==> src/rtl/ysyx_040978_div_unit_if.sv <==
// Request/response bundle between the EXU and the integer divider.
//
// Handshake: a request transfers on a rising clock edge where in_valid and
// in_ready are both high; a result transfers on a rising clock edge where
// out_valid and out_ready are both high. Once out_valid is raised, it stays
// high and quotient/remainder stay stable until that transfer or a flush.
// The requester may change dividend/divisor/div_signed/divw freely after
// the accepting edge.
interface ysyx_040978_div_unit_if #(
    parameter int XLEN = 64
);
    logic            flush;
    logic            in_valid;
    logic            in_ready;
    logic            div_signed;
    logic            divw;
    logic [XLEN-1:0] dividend;
    logic [XLEN-1:0] divisor;
    logic            out_valid;
    logic            out_ready;
    logic [XLEN-1:0] quotient;
    logic [XLEN-1:0] remainder;
    // Divider FSM state, for checkers and debug: 0 IDLE, 1 CALC, 2 DONE
    logic [1:0]      state_dbg;

    modport master (
        output flush, in_valid, div_signed, divw, dividend, divisor, out_ready,
        input  in_ready, out_valid, quotient, remainder, state_dbg
    );

    modport slave (
        input  flush, in_valid, div_signed, divw, dividend, divisor, out_ready,
        output in_ready, out_valid, quotient, remainder, state_dbg
    );
endinterface

==> src/rtl/ysyx_040978_div_unit.sv <==
// Multi-cycle radix-2 restoring integer divider for the EXU.
// Handles signed/unsigned XLEN divides and RV64 word-mode divides
// (results sign-extended from bit WLEN-1), RISC-V divide-by-zero and
// signed-overflow results, output back-pressure and pipeline flush.
// Optional build macro DIV_ZERO_BYPASS_EN: divide-by-zero and signed
// overflow skip the iterative phase and complete one cycle after accept.
module ysyx_040978_div_unit #(
    parameter int XLEN = 64,
    parameter int WLEN = 32
) (
    input logic                   clock,
    input logic                   reset,
    ysyx_040978_div_unit_if.slave bus
);
    localparam int CW = $clog2(XLEN + 1);
    localparam logic [CW-1:0] N_X = CW'(XLEN);
    localparam logic [CW-1:0] N_W = CW'(WLEN);
    localparam logic [XLEN-1:0] MIN_X = {1'b1, {(XLEN-1){1'b0}}};
    localparam logic [WLEN-1:0] MIN_W = {1'b1, {(WLEN-1){1'b0}}};

    typedef enum logic [1:0] {
        IDLE = 2'd0,
        CALC = 2'd1,
        DONE = 2'd2
    } state_t;

    state_t            state;
    logic              in_ready_q;
    logic              out_valid_q;
    logic [XLEN-1:0]   quotient_q;
    logic [XLEN-1:0]   remainder_q;
    logic [CW-1:0]     counter;

    // Partial remainder (upper half) and dividend/quotient bits (lower half)
    logic [2*XLEN-1:0] acc;
    logic [XLEN-1:0]   abs_dvs_q;
    logic              word_q;
    logic              q_neg_q;
    logic              r_neg_q;
    logic              div_zero_q;
    logic              ovf_q;
    logic [XLEN-1:0]   raw_dvd_q;

    // Accept-side operand decode
    logic              in_word;
    logic [WLEN-1:0]   dvd_lo;
    logic [WLEN-1:0]   dvs_lo;
    logic              dvd_sign;
    logic              dvs_sign;
    logic [XLEN-1:0]   dvd_n;
    logic [XLEN-1:0]   dvs_n;
    logic [XLEN-1:0]   dvd_abs_full;
    logic [XLEN-1:0]   dvs_abs_full;
    logic [XLEN-1:0]   abs_dvd;
    logic [XLEN-1:0]   abs_dvs;
    logic [XLEN-1:0]   raw_dvd;
    logic              is_zero;
    logic              is_ovf;

    // One restoring step
    logic [XLEN:0]     top;
    logic              borrow;
    logic [XLEN-1:0]   diff;
    logic [2*XLEN-1:0] acc_next;

    // Sign correction, word-mode extension and special-case result mux
    function automatic logic [2*XLEN-1:0] fix_result(
        input logic [XLEN-1:0] uq,
        input logic [XLEN-1:0] ur,
        input logic            word,
        input logic            qn,
        input logic            rn,
        input logic            dz,
        input logic            ovf,
        input logic [XLEN-1:0] raw
    );
        logic [XLEN-1:0] q;
        logic [XLEN-1:0] r;
        q = qn ? (~uq + 1'b1) : uq;
        r = rn ? (~ur + 1'b1) : ur;
        if (word) begin
            q = {{(XLEN-WLEN){q[WLEN-1]}}, q[WLEN-1:0]};
            r = {{(XLEN-WLEN){r[WLEN-1]}}, r[WLEN-1:0]};
        end
        if (dz) begin
            q = {XLEN{1'b1}};
            r = raw;
        end else if (ovf) begin
            q = raw;
            r = {XLEN{1'b0}};
        end
        return {q, r};
    endfunction

    // Decode operands, magnitudes and special cases of the incoming request
    always_comb begin
        in_word      = bus.divw;
        dvd_lo       = bus.dividend[WLEN-1:0];
        dvs_lo       = bus.divisor[WLEN-1:0];
        dvd_sign     = bus.div_signed & (in_word ? dvd_lo[WLEN-1] : bus.dividend[XLEN-1]);
        dvs_sign     = bus.div_signed & (in_word ? dvs_lo[WLEN-1] : bus.divisor[XLEN-1]);
        dvd_n        = in_word ? {{(XLEN-WLEN){1'b0}}, dvd_lo} : bus.dividend;
        dvs_n        = in_word ? {{(XLEN-WLEN){1'b0}}, dvs_lo} : bus.divisor;
        dvd_abs_full = dvd_sign ? (~dvd_n + 1'b1) : dvd_n;
        dvs_abs_full = dvs_sign ? (~dvs_n + 1'b1) : dvs_n;
        abs_dvd      = in_word ? {{(XLEN-WLEN){1'b0}}, dvd_abs_full[WLEN-1:0]} : dvd_abs_full;
        abs_dvs      = in_word ? {{(XLEN-WLEN){1'b0}}, dvs_abs_full[WLEN-1:0]} : dvs_abs_full;
        raw_dvd      = in_word ? {{(XLEN-WLEN){dvd_lo[WLEN-1]}}, dvd_lo} : bus.dividend;
        is_zero      = in_word ? (dvs_lo == '0) : (bus.divisor == '0);
        is_ovf       = bus.div_signed &
                       (in_word ? ((dvd_lo == MIN_W) && (dvs_lo == '1))
                                : ((bus.dividend == MIN_X) && (bus.divisor == '1)));
    end

    // Shift partial remainder left, trial-subtract divisor, restore on borrow
    always_comb begin
        top    = acc[2*XLEN-1:XLEN-1];
        borrow = top < {1'b0, abs_dvs_q};
        diff   = top[XLEN-1:0] - abs_dvs_q;
        if (borrow) begin
            acc_next = {top[XLEN-1:0], acc[XLEN-2:0], 1'b0};
        end else begin
            acc_next = {diff, acc[XLEN-2:0], 1'b1};
        end
    end

    // Control FSM with registered handshake outputs and result registers
    always_ff @(posedge clock) begin
        if (reset) begin
            state       <= IDLE;
            in_ready_q  <= 1'b1;
            out_valid_q <= 1'b0;
            quotient_q  <= '0;
            remainder_q <= '0;
            counter     <= '0;
            acc         <= '0;
            abs_dvs_q   <= '0;
            word_q      <= 1'b0;
            q_neg_q     <= 1'b0;
            r_neg_q     <= 1'b0;
            div_zero_q  <= 1'b0;
            ovf_q       <= 1'b0;
            raw_dvd_q   <= '0;
        end else if (bus.flush) begin
            state       <= IDLE;
            in_ready_q  <= 1'b1;
            out_valid_q <= 1'b0;
            counter     <= '0;
        end else begin
            case (state)
                IDLE: begin
                    if (bus.in_valid) begin
                        // Word operands are left-aligned so MSB-first iteration stops after WLEN steps
                        acc        <= {{XLEN{1'b0}}, (in_word ? (abs_dvd << (XLEN-WLEN)) : abs_dvd)};
                        abs_dvs_q  <= abs_dvs;
                        word_q     <= in_word;
                        q_neg_q    <= dvd_sign ^ dvs_sign;
                        r_neg_q    <= dvd_sign;
                        div_zero_q <= is_zero;
                        ovf_q      <= is_ovf;
                        raw_dvd_q  <= raw_dvd;
                        in_ready_q <= 1'b0;
`ifdef DIV_ZERO_BYPASS_EN
                        if (is_zero || is_ovf) begin
                            state       <= DONE;
                            out_valid_q <= 1'b1;
                            counter     <= '0;
                            {quotient_q, remainder_q} <= fix_result('0, '0, in_word,
                                dvd_sign ^ dvs_sign, dvd_sign, is_zero, is_ovf, raw_dvd);
                        end else begin
                            state   <= CALC;
                            counter <= in_word ? N_W : N_X;
                        end
`else
                        state   <= CALC;
                        counter <= in_word ? N_W : N_X;
`endif
                    end
                end
                CALC: begin
                    acc     <= acc_next;
                    counter <= counter - CW'(1);
                    if (counter == CW'(1)) begin
                        state       <= DONE;
                        out_valid_q <= 1'b1;
                        {quotient_q, remainder_q} <= fix_result(acc_next[XLEN-1:0],
                            acc_next[2*XLEN-1:XLEN], word_q, q_neg_q, r_neg_q,
                            div_zero_q, ovf_q, raw_dvd_q);
                    end
                end
                DONE: begin
                    if (bus.out_ready) begin
                        state       <= IDLE;
                        out_valid_q <= 1'b0;
                        in_ready_q  <= 1'b1;
                    end
                end
                default: begin
                    state       <= IDLE;
                    in_ready_q  <= 1'b1;
                    out_valid_q <= 1'b0;
                end
            endcase
        end
    end

    assign bus.in_ready  = in_ready_q;
    assign bus.out_valid = out_valid_q;
    assign bus.quotient  = quotient_q;
    assign bus.remainder = remainder_q;
    assign bus.state_dbg = state;

endmodule

==> src/flat_wrapper.sv <==
// flat-port wrapper written by rule: the top's interface ports become plain ports
module ysyx_040978_div_unit_flat 
#(
    parameter int XLEN = 64,
    parameter int WLEN = 32
)
  (clock, reset, bus_flush, bus_in_valid, bus_div_signed, bus_divw, bus_dividend, bus_divisor, bus_out_ready, bus_in_ready, bus_out_valid, bus_quotient, bus_remainder, bus_state_dbg);
  ysyx_040978_div_unit_if #(.XLEN(XLEN)) bus_i ();
  input logic clock;
  input logic reset;
  input wire logic [$bits(bus_i.flush)-1:0] bus_flush;
  input wire logic [$bits(bus_i.in_valid)-1:0] bus_in_valid;
  input wire logic [$bits(bus_i.div_signed)-1:0] bus_div_signed;
  input wire logic [$bits(bus_i.divw)-1:0] bus_divw;
  input wire logic [$bits(bus_i.dividend)-1:0] bus_dividend;
  input wire logic [$bits(bus_i.divisor)-1:0] bus_divisor;
  input wire logic [$bits(bus_i.out_ready)-1:0] bus_out_ready;
  output wire logic [$bits(bus_i.in_ready)-1:0] bus_in_ready;
  output wire logic [$bits(bus_i.out_valid)-1:0] bus_out_valid;
  output wire logic [$bits(bus_i.quotient)-1:0] bus_quotient;
  output wire logic [$bits(bus_i.remainder)-1:0] bus_remainder;
  output wire logic [$bits(bus_i.state_dbg)-1:0] bus_state_dbg;
  assign bus_i.flush = bus_flush;
  assign bus_i.in_valid = bus_in_valid;
  assign bus_i.div_signed = bus_div_signed;
  assign bus_i.divw = bus_divw;
  assign bus_i.dividend = bus_dividend;
  assign bus_i.divisor = bus_divisor;
  assign bus_i.out_ready = bus_out_ready;
  assign bus_in_ready = bus_i.in_ready;
  assign bus_out_valid = bus_i.out_valid;
  assign bus_quotient = bus_i.quotient;
  assign bus_remainder = bus_i.remainder;
  assign bus_state_dbg = bus_i.state_dbg;
  ysyx_040978_div_unit #(.XLEN(XLEN), .WLEN(WLEN)) u_core (.clock(clock), .reset(reset), .bus(bus_i));
endmodule
==> config.mk <==
export PLATFORM = sky130hd
export DESIGN_NAME = ysyx_040978_div_unit_flat
export DESIGN_NICKNAME = d
export VERILOG_FILES = /design/src/rtl/ysyx_040978_div_unit_if.sv /design/src/rtl/ysyx_040978_div_unit.sv /design/src/flat_wrapper.sv
export SDC_FILE = /design/constraint.sdc
export NUM_CORES = 1
export LEC_CHECK = 0
export ABC_AREA = 1
export CAP_MARGIN = 20
export CELL_PAD_IN_SITES_DETAIL_PLACEMENT = 1
export CELL_PAD_IN_SITES_GLOBAL_PLACEMENT = 2
export CORE_ASPECT_RATIO = 1.1
export CORE_MARGIN = 8
export CORE_UTILIZATION = 27
export DETAILED_ROUTE_END_ITERATION = 7
export PLACE_DENSITY_LB_ADDON = 0.1
export SETUP_SLACK_MARGIN = 0.4
export SYNTH_ARGS = -nofsm -noshare
export SYNTH_HDL_FRONTEND = slang
export SYNTH_SLANG_ARGS = --single-unit
==> constraint.sdc <==
create_clock -name clock -period 4.05 [get_ports clock]
set_input_delay 0.405 -clock clock [delete_from_list [all_inputs] [get_ports clock]]
set_output_delay 0.405 -clock clock [all_outputs]
set_load 0.01 [all_outputs]
==> results_dict.tcl <==
set metrics [dict create \
    status "finished, violations left" \
    failed_checks "negative setup slack" \
    cp.depth 34 \
    grt_start_max_net_pins 135 \
    core_area_um2 115000 \
    netlist_instances 5382 \
    die_x_um 340 \
    max_cap_violations 0 \
    ys_top_cells_by_area "dfxtp_1, nand2_1, a21oi_1" \
    critPathLaunchType "flop" \
    vias 40100 \
    ioPinCount 267 \
    placed_cells 7648 \
    cpPeakStageDelay_ps 320 \
    first_pass_iters 5 \
    globalRouteOverflowTotal 0 \
    synthFlopType "dfxtp_1" \
    yosys.cell_types.count 62 \
    min_path_type "primary input to flop" \
    netlist_area_um2 31200 \
    cts_buffer_depth 3 \
    clock-skew-final_ps 61.5 \
    yosysTopAreaCell "dfxtp_1" \
    synth_edf_count 0 \
    drt-wirelength-per-cell_um 24.5 \
    min_period_ps 4190 \
    ant_nets 0 \
    num_rows 131 \
    fin_crit_sh_pct 103 \
    cts_tree "yes" \
    path_common_cell "nor2_4" \
    insertion_delay_ps 670 \
    drv_slew 0 \
    max_freq_mhz 239 \
    avgSynthCellArea_um2 5.80 \
    grt_util_all_layers_pct 29.0 \
    area_growth_pct 48.2 \
    cp.arrival_ps 4780 \
    ys_ff_latch 400 \
    synth-seq-area-share_pct 25.7 \
    root_buffer "clkbuf_16" \
    grt_pass1_vias 41000 \
    synth_fp_nets 5589 \
    critical_path_class "flop to flop" \
    async_flop_share_pct 0 \
    vias_per_cell 5.10 \
    max-slew-margin-rel_pct 38.7 \
    cts.htree.levels 2 \
    hold_depth 2 \
    pre_cts_ws_ps -717 \
    final-hold-violation-count 0 \
    nets 6510 \
    drive_above_1_share_pct 24.7 \
    layout_common_cells "nand2_1, buf_4, inv_1" \
    gp_congestion 0.969 \
    power_leakage_nw 21.8 \
    crit_buf_inv 8 \
    p_per_area_nw_per_um2 575 \
    stdcell_count 7877 \
    setup_viol 56 \
    numClockSinks 400 \
    fp.dieH_um 373 \
    setup_ws_ps -139 \
    rsz0062_at_grt "true" \
    buffer_ports.inserted 266 \
    cp_max_fo 4 \
    crit_family "simple AND/OR/NAND/NOR gates" \
    worstMarginPinSlew_ps 919 \
    hpwl_mm 152 \
    crit_required_ps 4640 \
    initial_core_util_pct 27.1 \
    cpMaxStageDelayCell "dfxtp_2" \
    drc 0 \
    yosys_warnings 0 \
    worstSetupEndpointType "flop" \
    power_mw 26.6 \
    grt_pass1_wl_mm 277 \
    ff2ff_path_depth 34 \
    ir_drop_v 0.000433 \
    synth_top_area_share_pct 25.7 \
    dieArea_um2 127000 \
    drtIter0Drc 2525 \
    antenna_found_initial 7 \
    cts_made_buffers 52 \
    post_dp_cell_area_um2 41200 \
    final_common_cell "nand2_1" \
    wl_mm 193 \
    fin_area_um2 46200 \
    path_clk_slew_ps 70 \
]
what timing repair did:
action                     in CTS  in global routing
resized for setup             366                251
setup endpoints to repair     115                109
hold buffers                    0                  0
pin swaps                     118                 85
cloned                          6                  7
buffers inserted               68                 49
stage by stage:
stage	TNS (ps)	utilization, %	hold WS (ps)
floorplan	0	-	445
global placement	-27250	35.7	450
detailed placement	-31920	35.7	449
CTS	-5.30	38.9	134
global route	-17020	40.1	143
finish	-3910	40.1	162
power by group:
part	internal (mW)	leakage (nW)	total, mW	switching (mW)
sequential	4.08	3.28	4.27	0.190
clock	2.96	0.887	5.07	2.11
combinational	6.63	17.6	17.2	10.6
total	13.7	21.8	26.6	12.9
sequential cells by signal, summed over array words and instances, names as in the netlist:
signal / flops
u_core.abs_dvs_q: 64
u_core.acc: 128
u_core.bus.in_ready: 1
u_core.bus.out_valid: 1
u_core.bus.quotient: 64
u_core.bus.remainder: 64
u_core.bus.state_dbg: 2
u_core.counter: 7
u_core.div_zero_q: 1
u_core.ovf_q: 1
u_core.q_neg_q: 1
u_core.r_neg_q: 1
u_core.raw_dvd_q: 64
u_core.word_q: 1
cell families (layout without fill, tap and decap cells):
family	count (synthesis)	in the layout	synth area share, %
buffers and inverters	965	1926	12.0
and+or+nand+nor	2591	2591	34.6
AOI/OAI and AO/OA	1226	1226	21.2
adders and majority gates	72	72	2.91
other	0	5	0
xor gates and xnor gates	127	127	3.57
muxes	1	1	0.0361
DFF	400	400	25.7
final timing paths:
kind,slack [ps],endpoint,from
hold / removal,160,u_core.acc[7],reset
setup / recovery,-140,u_core.bus.quotient[52],u_core.abs_dvs_q[39]
setup reg to reg,-140,u_core.bus.quotient[52],u_core.abs_dvs_q[39]
hold reg to reg,460,u_core.bus.out_valid,u_core.bus.out_valid
synth_stat cells, types with 5 or more instances:
| cell type | number |
|---|---|
| o21ai_2 | 6 |
| o21ai_1 | 13 |
| nor2_2 | 14 |
| a41oi_1 | 5 |
| o31ai_1 | 16 |
| buf_1 | 27 |
| a21o_1 | 6 |
| a31oi_1 | 15 |
| inv_1 | 702 |
| nand2_1 | 1482 |
| a21oi_1 | 633 |
| ha_1 | 71 |
| nand2_2 | 22 |
| xnor2_1 | 46 |
| buf_4 | 6 |
| nor4_1 | 42 |
| nand4_1 | 54 |
| o21bai_1 | 6 |
| clkinv_1 | 9 |
| a21boi_0 | 6 |
| nor2_1 | 529 |
| buf_6 | 9 |
| nand3_1 | 326 |
| dfxtp_1 | 400 |
| or2_2 | 11 |
| o211ai_1 | 27 |
| clkbuf_1 | 190 |
| o221ai_1 | 11 |
| a221oi_1 | 38 |
| xor2_1 | 81 |
| inv_2 | 10 |
| nor3_1 | 63 |
| buf_2 | 11 |
| nand3b_1 | 21 |
| o21ai_0 | 419 |
layout make-up:
cell class | instances | area (um^2)
well taps | 1529 | 1910
fillers | 14900 | 69000
clock inverters | 22 | 292
diodes | 5 | 12.5
inverters | 721 | 2730
clock buffers | 72 | 1530
repair buffers | 1111 | 9700
flip-flops and latches | 400 | 8100
multi-input cells | 4017 | 21900
layer usage:
layer	share of wire (%)	vias to the layer above	wire length, um	global-route usage [%]
met5	0	-	0	0
met4	4.4	0	8450	10.7
met3	3.4	280	6540	2.89
met2	48	871	92100	50.0
met1	45	19600	86200	37.4
li1	-	19300	-	-
Power figures use the tool's default switching activity.
